**src/rtl/fc_pkg.sv**
```systemverilog
`default_nettype none
// ============================================================================
// Module   : fc_pkg
// Purpose  : Shared state encoding and counter-width helpers for the
//            fully-connected systolic array sequencer.
// Revision : 1.0 - initial release
// ============================================================================
package fc_pkg;

  // Sequencer states
  typedef enum logic [2:0] {
    IDLE  = 3'd0,
    LOAD  = 3'd1,
    FLUSH = 3'd2,
    WAIT  = 3'd3,
    DONE  = 3'd4
  } fc_state_e;

  // Ceiling log2, never below one bit so counters stay legal vectors
  function automatic int fc_clog2_min1(input int value);
    int w;
    w = $clog2(value);
    return (w < 1) ? 1 : w;
  endfunction

  // Beat counter must reach K = 2^NUM
  function automatic int fc_beat_w(input int num);
    return num + 1;
  endfunction

  // Flush counter spans up to ROWS+COLS-2 cycles
  function automatic int fc_flush_w(input int rows, input int cols);
    return fc_clog2_min1(rows + cols);
  endfunction

  // Timeout counter spans up to TIMEOUT cycles
  function automatic int fc_to_w(input int timeout);
    return fc_clog2_min1(timeout + 1);
  endfunction

endpackage
`default_nettype wire

```
**src/rtl/fc_skew_line.sv**
```systemverilog
`default_nettype none
// ============================================================================
// Module   : fc_skew_line
// Purpose  : Enable-gated shift register feeding one edge lane of the grid.
//            DEPTH extra stages follow the always-present input register, so
//            DEPTH=0 is a single registered stage.
// Revision : 1.0 - initial release
// ============================================================================
module fc_skew_line #(
  parameter int DEPTH = 0,
  parameter int W     = 8
) (
  input  logic         clk,
  input  logic         reset,
  input  logic         clr,
  input  logic         en,
  input  logic [W-1:0] d,
  output logic [W-1:0] q
);

  logic [W-1:0] stage_q [0:DEPTH];
  logic [W-1:0] stage_d [0:DEPTH];

  // Shift one position on enable; clear wipes the whole line
  always_comb begin
    stage_d = stage_q;
    if (en) begin
      stage_d[0] = d;
      for (int i = 1; i <= DEPTH; i++) begin
        stage_d[i] = stage_q[i-1];
      end
    end
    if (clr) begin
      for (int i = 0; i <= DEPTH; i++) begin
        stage_d[i] = '0;
      end
    end
  end

  // Stage registers with synchronous reset
  always_ff @(posedge clk) begin
    if (reset) begin
      for (int i = 0; i <= DEPTH; i++) begin
        stage_q[i] <= '0;
      end
    end else begin
      stage_q <= stage_d;
    end
  end

  assign q = stage_q[DEPTH];

endmodule
`default_nettype wire

```
**src/rtl/fc_array_ctrl.sv**
```systemverilog
`default_nettype none
// ============================================================================
// Module   : fc_array_ctrl
// Purpose  : Job sequencer for a ROWS x COLS fully-connected systolic grid.
//            Pulls K operand beats, skews them onto the grid edges, flushes
//            with zeros, then waits for the grid's final valid.
// Revision : 1.0 - initial release
// ============================================================================
module fc_array_ctrl
  import fc_pkg::*;
#(
  parameter int ROWS    = 2,
  parameter int COLS    = 2,
  parameter int NUM     = 3,
  parameter int INL     = 8,
  parameter int INT     = 8,
  parameter int TIMEOUT = 64
) (
  input  logic                clk,
  input  logic                reset,
  input  logic                cmd_valid,
  output logic                cmd_ready,
  input  logic [NUM:0]        cmd_k,
  input  logic                vec_valid,
  output logic                vec_ready,
  input  logic [ROWS*INL-1:0] vec_a,
  input  logic [COLS*INT-1:0] vec_b,
  output logic                pe_start,
  output logic [ROWS*INL-1:0] left_data,
  output logic [COLS*INT-1:0] top_data,
  input  logic                arr_valid,
  output logic                done,
  output logic                err,
  output logic                busy
);

  localparam int BEAT_W    = fc_beat_w(NUM);
  localparam int FLUSH_W   = fc_flush_w(ROWS, COLS);
  localparam int TO_W      = fc_to_w(TIMEOUT);
  localparam int FLUSH_LEN = ROWS + COLS - 2;

  localparam logic [FLUSH_W-1:0] FLUSH_LAST =
    FLUSH_W'((FLUSH_LEN == 0) ? 0 : FLUSH_LEN - 1);
  localparam logic [TO_W-1:0] TO_LAST = TO_W'(TIMEOUT - 1);

  fc_state_e           state_q, state_d;
  logic [BEAT_W-1:0]   k_q, k_d;
  logic [BEAT_W-1:0]   beat_q, beat_d;
  logic [BEAT_W-1:0]   beat_inc;
  logic [FLUSH_W-1:0]  flush_q, flush_d;
  logic [TO_W-1:0]     to_q, to_d;
  logic                pe_start_q, pe_start_d;
  logic                err_q, err_d;

  logic                adv;
  logic                zero_fill;
  logic                skew_clr;
  logic [ROWS*INL-1:0] row_in;
  logic [COLS*INT-1:0] col_in;

  assign beat_inc = beat_q + BEAT_W'(1);

  // Next-state, counter and advance decode
  always_comb begin
    state_d    = state_q;
    k_d        = k_q;
    beat_d     = beat_q;
    flush_d    = flush_q;
    to_d       = to_q;
    err_d      = 1'b0;
    adv        = 1'b0;
    zero_fill  = 1'b0;
    skew_clr   = 1'b0;
    case (state_q)
      IDLE: begin
        if (cmd_valid) begin
          k_d      = cmd_k;
          beat_d   = '0;
          flush_d  = '0;
          to_d     = '0;
          skew_clr = 1'b1;
          state_d  = (cmd_k == '0) ? DONE : LOAD;
        end
      end
      LOAD: begin
        if (vec_valid) begin
          adv    = 1'b1;
          beat_d = beat_inc;
          if (beat_inc == k_q) begin
            state_d = (FLUSH_LEN == 0) ? WAIT : FLUSH;
          end
        end
      end
      FLUSH: begin
        adv       = 1'b1;
        zero_fill = 1'b1;
        flush_d   = flush_q + FLUSH_W'(1);
        if (flush_q == FLUSH_LAST) begin
          state_d = WAIT;
        end
      end
      WAIT: begin
        if (arr_valid) begin
          state_d = DONE;
        end else if (to_q == TO_LAST) begin
          state_d = DONE;
          err_d   = 1'b1;
        end else begin
          to_d = to_q + TO_W'(1);
        end
      end
      DONE: begin
        state_d = IDLE;
      end
      default: begin
        state_d = IDLE;
      end
    endcase
    pe_start_d = adv;
  end

  // Control registers
  always_ff @(posedge clk) begin
    if (reset) begin
      state_q    <= IDLE;
      k_q        <= '0;
      beat_q     <= '0;
      flush_q    <= '0;
      to_q       <= '0;
      pe_start_q <= 1'b0;
      err_q      <= 1'b0;
    end else begin
      state_q    <= state_d;
      k_q        <= k_d;
      beat_q     <= beat_d;
      flush_q    <= flush_d;
      to_q       <= to_d;
      pe_start_q <= pe_start_d;
      err_q      <= err_d;
    end
  end

  assign row_in = zero_fill ? '0 : vec_a;
  assign col_in = zero_fill ? '0 : vec_b;

  // Row r is delayed by r advances so the wavefront enters diagonally
  generate
    for (genvar r = 0; r < ROWS; r++) begin : g_row_skew
      fc_skew_line #(
        .DEPTH (r),
        .W     (INL)
      ) u_row_skew (
        .clk   (clk),
        .reset (reset),
        .clr   (skew_clr),
        .en    (adv),
        .d     (row_in[r*INL +: INL]),
        .q     (left_data[r*INL +: INL])
      );
    end
  endgenerate

  // Column c is delayed by c advances
  generate
    for (genvar c = 0; c < COLS; c++) begin : g_col_skew
      fc_skew_line #(
        .DEPTH (c),
        .W     (INT)
      ) u_col_skew (
        .clk   (clk),
        .reset (reset),
        .clr   (skew_clr),
        .en    (adv),
        .d     (col_in[c*INT +: INT]),
        .q     (top_data[c*INT +: INT])
      );
    end
  endgenerate

  assign pe_start  = pe_start_q;
  assign err       = err_q;
  assign done      = (state_q == DONE);
  assign busy      = (state_q != IDLE);
  assign cmd_ready = (state_q == IDLE);
  assign vec_ready = (state_q == LOAD);

endmodule
`default_nettype wire
```
**config.mk**
```make
export PLATFORM = sky130hd
export DESIGN_NAME = fc_array_ctrl
export DESIGN_NICKNAME = d
export VERILOG_FILES = /design/src/rtl/fc_pkg.sv /design/src/rtl/fc_skew_line.sv /design/src/rtl/fc_array_ctrl.sv
export SDC_FILE = /design/constraint.sdc
export NUM_CORES = 1
export LEC_CHECK = 0
export CELL_PAD_IN_SITES_DETAIL_PLACEMENT = 2
export CELL_PAD_IN_SITES_GLOBAL_PLACEMENT = 2
export CORE_MARGIN = 4
export CORE_UTILIZATION = 25
export DETAILED_ROUTE_END_ITERATION = 6
export DONT_BUFFER_PORTS = 1
export GPL_ROUTABILITY_DRIVEN = 0
export PLACE_DENSITY_LB_ADDON = 0.1
export SLEW_MARGIN = 5
export SYNTH_ARGS = -nofsm -noshare
export SYNTH_HDL_FRONTEND = slang
export SYNTH_HIERARCHICAL = 1
export SYNTH_SLANG_ARGS = --single-unit
```
**constraint.sdc**
```tcl
create_clock -name clk -period 3.6 [get_ports clk]
set_input_delay 0.72 -clock clk [delete_from_list [all_inputs] [get_ports clk]]
set_output_delay 0.72 -clock clk [all_outputs]
set_load 0.05 [all_outputs]
```
==> impl_metrics.toml, run 1 <==
[final_layout]
insertedDiodeCount = 0
drive_above_1_share_pct = 8.10
fin_util_pct = 28.2
num-nets-final = 363
syn_to_final_growth_pct = 8.57
fin_cells = 489

[die]
die-width_um = 121
fp.dieH_um = 121
dieArea_um2 = 14600
placementRows = 40
core_area_um2 = 12300
io_pins = 79
start_util_pct = 26.0

[clock_network]
clk_pin_slew_ps = 50
root_buffer = "clkbuf_16"
ctsResizeCount = 0
cts_buffers = 9
htree_levels = 3
cts_setup_buffers = 0
clockBufferDepth = 2
cts_tree = "done"
cts-hold-fix-buffers = 0
clock-sinks = 70
clkLatencyLatePin_ps = 330

[yosys]
netlist_instances = 339
postSynthAreaPerCell_um2 = 9.39
synthesis.area_um2 = 3180
synth_seq_cells = 70
yosysSeqAreaShare_pct = 44.0
synth_nets = 383
ys_types = 42
yosysWarnings = 6

[power_and_ir_drop]
swShare_pct = 30.0
clkPwrFrac_pct = 39.6
switchingPower_mw = 0.648
powerDensity_nw_per_um2 = 624
combPwrFrac_pct = 17.5
p_leak_nw = 1.19
seq_power_share_pct = 42.9
intPower_mw = 1.51
peakVddDrop_v = 0.000213

[worst_setup_path]
worstPathRequired_ps = 2880
reg2reg_to = "g_row_skew[1].u_row_skew/q[4]"
critPathLaunchType = "flop"
reg2reg_depth = 6
path_max_fanout = 8
r2r_setup_slack_ps = 1370
crit_type = "reg -> out"
crit_arrival_ps = 1590
end_kind = "primary output"
r2r-start = "state_q[1]"

[routing]
wirelength_mm = 7.80
dr_wl_met2_mm = 3.80
vias = 2196
detail-route-antenna-nets = 0
routedLengthMet1_mm = 3.33
wl_per_cell_um = 15.9
drt_pass1_iterations = 4
maxUsedRoutingLayer = "met4"
drt_iter0_markers = 82
via_per_inst = 4.49
wl_met3_um = 470
drc = 0

[timing]
hold_ws_ps = 458
relSlewSlack_pct = 44.4
clock_skew_ps = 8.56
fmax_mhz = 433
setup_ws_ps = 1290
slew_violations = 0
min_period_over_period_pct = 64.1
grt_setup_unrepaired = "no"
final.setup.tns_ps = 0
tightest_slew_ps = 830
hold_viol = 0
min_period_ps = 2310
setup_viol = 0

[placed_design]
place_hpwl_mm = 5.58
pre_cts_ws_ps = 1300
io_buffers = 0
place_inst = 476

[grt]
grt_pass1_vias = 2369
grt_use_total_pct = 11.3
grt_start_max_net_pins = 49
grt_pass1_wl_mm = 12.8
overflow = 0
antenna_found_initial = 0

[worst_hold_path]
min_to = "to_q[0]"
min_from = "reset"
worstHoldPathType = "in -> reg"
whs_path_depth = 1

[run_status]
status = "finished clean"

[job]
maxCapViolations = 0
## layout make-up
class	count	area, um2
Fill cell	1380	8800
Multi-Input combinational cell	230	1510
Sequential cell	70	1400
Clock buffer	11	243
Tap cell	168	210
Clock inverter	2	35.0
Timing Repair Buffer	3	35.0
Inverter	5	20.0
## power groups by stage
stage	logic, mW	registers, mW	clock network, mW
CTS	0.392	0.927	0.893
detailed placement	0.390	0.943	0
global placement	0.386	0.941	0
finish	0.378	0.925	0.855
floorplan	0.361	0.919	0
global route	0.420	0.933	0.928
## layer usage
metal	vias up	global-route usage [%]
li1	1073	-
met1	1062	13.2
met2	47	18.3
met3	14	3.68
met4	0	6.37
met5	-	0
## worst max-delay path by stage
stage                     slack (ps)  startpoint  cells past startpoint                       endpoint
after floorplan                 1290  state_q[1]                      2                           done
after global placement          1380  state_q[1]                      6  g_col_skew[1].u_col_skew/q[1]
after detailed placement        1300  state_q[1]                      6  g_row_skew[1].u_row_skew/q[1]
after CTS                       1260  state_q[0]                      2                      vec_ready
after global routing            1140  state_q[1]                      6  g_row_skew[1].u_row_skew/q[5]
final                           1290  state_q[0]                      2                      vec_ready
## layout by cell type, fill, tap and decap left out, drive strengths merged, types with 3 or more instances in the layout
cell    Yosys  final
a21oi      17     17
and2       34     34
buf        27      3
clkbuf      7     11
dfxtp      70     70
ha          3      3
inv         4      4
mux2i      50     50
nand2      19     19
nand2b      3      3
nand3       6      6
nor2       56     56
o21ai       7      7
or2         4      4
or3         5      5
xnor2       4      4
xor2        3      3
## state kept, by name (all words and copies together) (netlist names)
| signal | count |
|---|---|
| g_row_skew.u_row_skew/q | 16 |
| pe_start | 1 |
| g_row_skew.u_row_skew/stage_q | 8 |
| beat_q | 4 |
| k_q | 4 |
| to_q | 7 |
| g_col_skew.u_col_skew/q | 16 |
| flush_q | 2 |
| state_q | 3 |
| err | 1 |
| g_col_skew.u_col_skew/stage_q | 8 |
## through the flow
step | power, mW | area [um2]
final | 2.16 | 3460
after global routing | 2.28 | 3460
after CTS | 2.21 | 3460
after detailed placement | 1.33 | 3180
after global placement | 1.33 | 3180
after floorplan | 1.28 | 3180
## critical path, cell delays in order (launching register included)
cell,delay (ps)
dfxtp_1,480
nor3b_2,490
buf_4,290
## cells in the mapped netlist, drive strengths merged
library cell | n | area share [%]
nand3 | 6 | 0.94
a32oi | 1 | 0.28
nor2 | 56 | 6.6
o31ai | 1 | 0.67
and2 | 34 | 6.7
inv | 4 | 0.47
or4 | 1 | 0.24
o2111ai | 1 | 0.28
nor2b | 1 | 0.20
and4bb | 1 | 0.51
a22oi | 1 | 0.24
nand2b | 3 | 0.59
dfxtp | 70 | 44
xor2 | 3 | 0.83
nor3 | 2 | 0.31
or3 | 5 | 1.1
ha | 3 | 1.2
o31a | 1 | 0.28
nand4bb | 1 | 0.35
mux2i | 50 | 16
o21ai | 7 | 1.1
clkinv | 1 | 0.16
nor4b | 1 | 0.28
a21boi | 1 | 0.24
clkbuf | 7 | 0.90
nand2 | 19 | 2.5
a31o | 1 | 0.28
nor3b | 2 | 0.63
buf | 27 | 7.2
nand4 | 2 | 0.39
xnor2 | 4 | 1.1
a21oi | 17 | 2.8
and3 | 1 | 0.20
or2 | 4 | 0.79
## cell families (layout without fill, tap and decap cells)
group	after synthesis	in the layout	share of synthesized area, %
AND/OR/NAND/NOR	139	139	22.3
multiplexers	50	50	15.7
adder cells (fa/ha/maj)	3	3	1.18
flip-flops	70	70	44.0
XOR/XNOR	7	7	1.93
AO/OA/AOI/OAI	31	31	6.13
buffers and inverters	39	21	8.72
Power figures use the tool's default switching activity.
==> run 2: changes to the inputs <==
- clock period: 3.6 -> 2.2 ns (I/O delays scaled with it)
==> run 2 against run 1 <==
Against the previous run:
- register-to-register slack lost 1100 ps
- die area is the same
- global-route usage shrank 0.34 points
- via count grew 1.0%
- sequential cell count is the same
- hold slack lost 280 ps
- clock skew shrank 5.1 ps
- highest routed layer unchanged
==> impl_metrics.toml, run 2 (same netlist as run 1, synthesis figures left out) <==
[run_status]
status = "finished clean"

[final_layout]
fin_util_pct = 28.5
final_area_um2 = 3500
syn_to_final_growth_pct = 9.78
fin_cells = 496
insertedDiodeCount = 0
drive_above_1_share_pct = 9.45
layout_common_cells = "dfxtp_1 (70), nor2_1 (56), mux2i_1 (50)"
num-nets-final = 369
final_common_cell = "dfxtp_1"

[worst_setup_path]
end_kind = "flop"
worstPathRequired_ps = 2390
worst_path_max_delay_cell = "dfxtp_1"
reg2reg_depth = 5
r2r_setup_slack_ps = 260
path_max_fanout = 32
cp_num_buf_inv = 1
crit_chain = "nand4bb_1, nand2_2, buf_12, mux2i_1, nor2_1"
reg2reg_to = "g_row_skew[1].u_row_skew/q[3]"
crit_arrival_ps = 2140
r2r-start = "state_q[0]"
path_delay_family = "simple AND/OR/NAND/NOR gates"
crit_type = "reg -> reg"
critPathLaunchType = "flop"
max_stage_delay_ps = 470

[die]
dieArea_um2 = 14600
die-width_um = 121
start_util_pct = 26.0
io_pins = 79
placementRows = 40
core_area_um2 = 12300
fp.dieH_um = 121

[clock_network]
htree_levels = 3
clock-sinks = 70
clkLatencyLatePin_ps = 330
clk_pin_slew_ps = 50
ctsResizeCount = 0
clockBufferDepth = 2
cts_tree = "done"
cts_setup_buffers = 0
cts_buffers = 9
cts-hold-fix-buffers = 0
root_buffer = "clkbuf_16"

[placed_design]
io_buffers = 0
place_hpwl_mm = 5.49
place_inst = 482
place_area_um2 = 3220

[timing]
tightest_slew_ps = 571
grt_setup_unrepaired = "no"
fmax_mhz = 514
slew_violations = 0
relSlewSlack_pct = 61.9
min_period_over_period_pct = 88.4
setup_viol = 0
min_period_ps = 1940
hold_viol = 0
hold_ws_ps = 181
clock_skew_ps = 3.49
final.setup.tns_ps = 0

[power_and_ir_drop]
switchingPower_mw = 1.07
p_leak_nw = 1.22
seq_power_share_pct = 42.5
swShare_pct = 30.2
peakVddDrop_v = 0.000333
combPwrFrac_pct = 18.7
powerDensity_nw_per_um2 = 1020
intPower_mw = 2.48
clkPwrFrac_pct = 38.8

[grt]
grt_pass1_vias = 2286
grt_use_total_pct = 11.0
overflow = 0
grt_start_max_net_pins = 36
grt_pass1_wl_mm = 12.4
antenna_found_initial = 0

[routing]
vias = 2219
drt_iter0_markers = 90
wl_per_cell_um = 15.5
via_per_inst = 4.47
drc = 0
wirelength_mm = 7.68
drt_pass1_iterations = 4
detail-route-antenna-nets = 0

[worst_hold_path]
min_to = "to_q[0]"
worstHoldPathType = "in -> reg"
whs_path_depth = 1
min_from = "reset"

[job]
maxCapViolations = 0
## run 2: area by class of cell
cell class	count	area (um2)
inverters	5	20.0
clock buffers	12	236
multi-input cells	230	1510
fillers	1368	8770
repair buffers	9	80.1
well taps	168	210
flip-flops and latches	70	1400
clock inverters	2	35.0
## run 2: per-layer routing
| layer | part of all wire (%) | vias up | track usage [%] |
|---|---|---|---|
| met5 | 0 | - | 0 |
| li1 | - | 1088 | - |
| met3 | 5.6 | 10 | 3.22 |
| met1 | 44 | 1076 | 13.4 |
| met2 | 48 | 45 | 17.2 |
| met4 | 2.2 | 0 | 6.37 |
## run 2: how the worst max path moves through the flow
stage	to	cells past startpoint	slack, ps	from
2_1_floorplan	done	2	170	state_q[1]
3_3_place_gp	g_row_skew[1].u_row_skew/q[1]	5	210	state_q[0]
3_5_place_dp	g_row_skew[1].u_row_skew/q[3]	5	230	state_q[0]
4_1_cts	g_row_skew[1].u_row_skew/stage_q[15]	5	190	state_q[0]
5_1_grt	g_col_skew[1].u_col_skew/q[7]	5	50	state_q[0]
6_report	g_row_skew[1].u_row_skew/q[3]	5	260	state_q[0]
## run 2: power by group through the flow
| stage | Sequential, mW | Combinational, mW | Clock [mW] |
|---|---|---|---|
| after floorplan | 1.50 | 0.591 | 0 |
| after global placement | 1.54 | 0.678 | 0 |
| after detailed placement | 1.54 | 0.680 | 0 |
| after CTS | 1.51 | 0.684 | 1.45 |
| after global routing | 1.52 | 0.740 | 1.50 |
| final | 1.51 | 0.664 | 1.38 |
## run 2: metrics by stage
stage / setup slack [ps] / power (mW)
final: 255 / 3.55
after global routing: 52.7 / 3.76
after CTS: 193 / 3.65
after detailed placement: 231 / 2.22
after global placement: 209 / 2.22
after floorplan: 166 / 2.09
==> run 3: changes to the inputs <==
- PLACE_DENSITY: not set -> 0.65
- PLACE_DENSITY_LB_ADDON: 0.1 -> not set
- REMOVE_ABC_BUFFERS: not set -> 1
==> run 3 against run 2 <==
Against the previous run:
- critical path depth rose by 1
- critical path type unchanged
- clock power up 14%
- via count grew 1.5%
- die area is the same
- first-iteration DRC count grew 2.2%
- highest routed layer unchanged
- clock-buffer cell count shrank 3
- clock skew is 1.7 ps higher
- setup slack got worse by 52 ps
- cell count up 0.20%
- design area up 2.0%
==> impl_metrics.toml, run 3 (same netlist as run 1, synthesis figures left out) <==
[run_status]
status = "finished clean"

[routing]
vias = 2252
drt_pass1_iterations = 3
drc = 0
via_per_inst = 4.53
wl_per_cell_um = 16.6
wirelength_mm = 8.23
drt_iter0_markers = 92
detail-route-antenna-nets = 0

[worst_setup_path]
end_kind = "flop"
worstPathRequired_ps = 2400
crit_type = "reg -> reg"
crit_arrival_ps = 2200
critPathLaunchType = "flop"
path_max_fanout = 16

[worst_hold_path]
worstHoldPathType = "in -> reg"

[final_layout]
fin_cells = 497
syn_to_final_growth_pct = 11.9
multiInputGateArea_um2 = 1510
final_common_cell = "dfxtp_1"
insertedDiodeCount = 0
seqCellArea_um2 = 1400
fillers = 1360
drive_above_1_share_pct = 10.6
layout_common_cells = "dfxtp_1 (70), nor2_1 (56), mux2i_1 (50)"
num-nets-final = 368

[timing]
grt_setup_unrepaired = "no"
fmax_mhz = 501
tightest_slew_ps = 591
hold_viol = 0
slew_violations = 0
setup_viol = 0
relSlewSlack_pct = 60.6
min_period_over_period_pct = 90.8
clock_skew_ps = 5.14
min_period_ps = 2000

[die]
dieArea_um2 = 14600
die-width_um = 121
start_util_pct = 26.0
placementRows = 40
fp.dieH_um = 121
io_pins = 79
core_area_um2 = 12300

[job]
maxCapViolations = 0

[grt]
grt_pass1_vias = 2522
grt_use_total_pct = 12.1
grt_start_max_net_pins = 32
grt_pass1_wl_mm = 13.6
antenna_found_initial = 0
overflow = 0

[clock_network]
clkLatencyLatePin_ps = 340
cts_setup_buffers = 0
htree_levels = 3
cts-hold-fix-buffers = 0
clockBufferDepth = 2
cts_buffers = 9
clock-sinks = 70
cts_tree = "done"
clk_pin_slew_ps = 60
ctsResizeCount = 0
root_buffer = "clkbuf_16"

[placed_design]
io_buffers = 0
place_hpwl_mm = 5.95
place_inst = 481

[power_and_ir_drop]
p_total_mw = 3.77
p_leak_nw = 1.24
powerDensity_nw_per_um2 = 1060
peakVddDrop_v = 0.000388
run 3: changes by cell type in the layout (fill, tap and decap cells not counted), sizes merged:
cell,change
bufinv,+1
clkinv,+1
clkbuf,-3
inv,+1
buf,-1
clkinvlp,+2
run 3: area by class of cell:
| class | count | share of cell area (%) |
|---|---|---|
| multi-input cells | 230 | 42.4 |
| flip-flops and latches | 70 | 39.3 |
| clock buffers | 9 | 6.32 |
| well taps | 168 | 5.90 |
| clock inverters | 7 | 2.74 |
| repair buffers | 8 | 2.74 |
| inverters | 5 | 0.562 |
run 3: worst paths after layout:
| check | start | end | slack [ps] | depth (start not counted) |
|---|---|---|---|---|
| max reg2reg | state_q[2] | g_row_skew[1].u_row_skew/q[3] | 200 | 6 |
| min | reset | beat_q[2] | 160 | 1 |
| max | state_q[2] | g_row_skew[1].u_row_skew/q[3] | 200 | 6 |
| min reg2reg | flush_q[1] | flush_q[1] | 470 | 2 |
run 3: routing by layer:
metal | share of wire [%] | global-route usage, % | vias to the layer above
met2 | 50 | 20.5 | 56
li1 | - | - | 1079
met5 | 0 | 0 | -
met3 | 7.2 | 5.97 | 15
met1 | 41 | 13.4 | 1102
met4 | 1.5 | 3.68 | 0
run 3: critical path, cell delays in order (launching register included):
cell      delay [ps]
dfxtp_1          370
or3_4            510
inv_2            120
nand2_4          100
clkinv_2         130
or2_1            490
nor2_1           120
run 3: report_power, final:
part           total (mW)  switching [mW]  internal, mW
logic               0.684           0.407         0.277
clock network        1.57           0.579         0.995
registers            1.51           0.169          1.34
run 3: per-stage QoR:
step | hold slack, ps | setup slack, ps | setup TNS (ps) | instance area (um2) | util, %
after global routing | 143 | 9.72 | 0 | 3560 | 29.1
after detailed placement | 467 | 150 | 0 | 3240 | 26.4
after global placement | 459 | 258 | 0 | 3240 | 26.4
after floorplan | 442 | -741 | -35460 | 2930 | -
after CTS | 147 | 146 | 0 | 3560 | 29.1
final | 163 | 203 | 0 | 3560 | 29.1
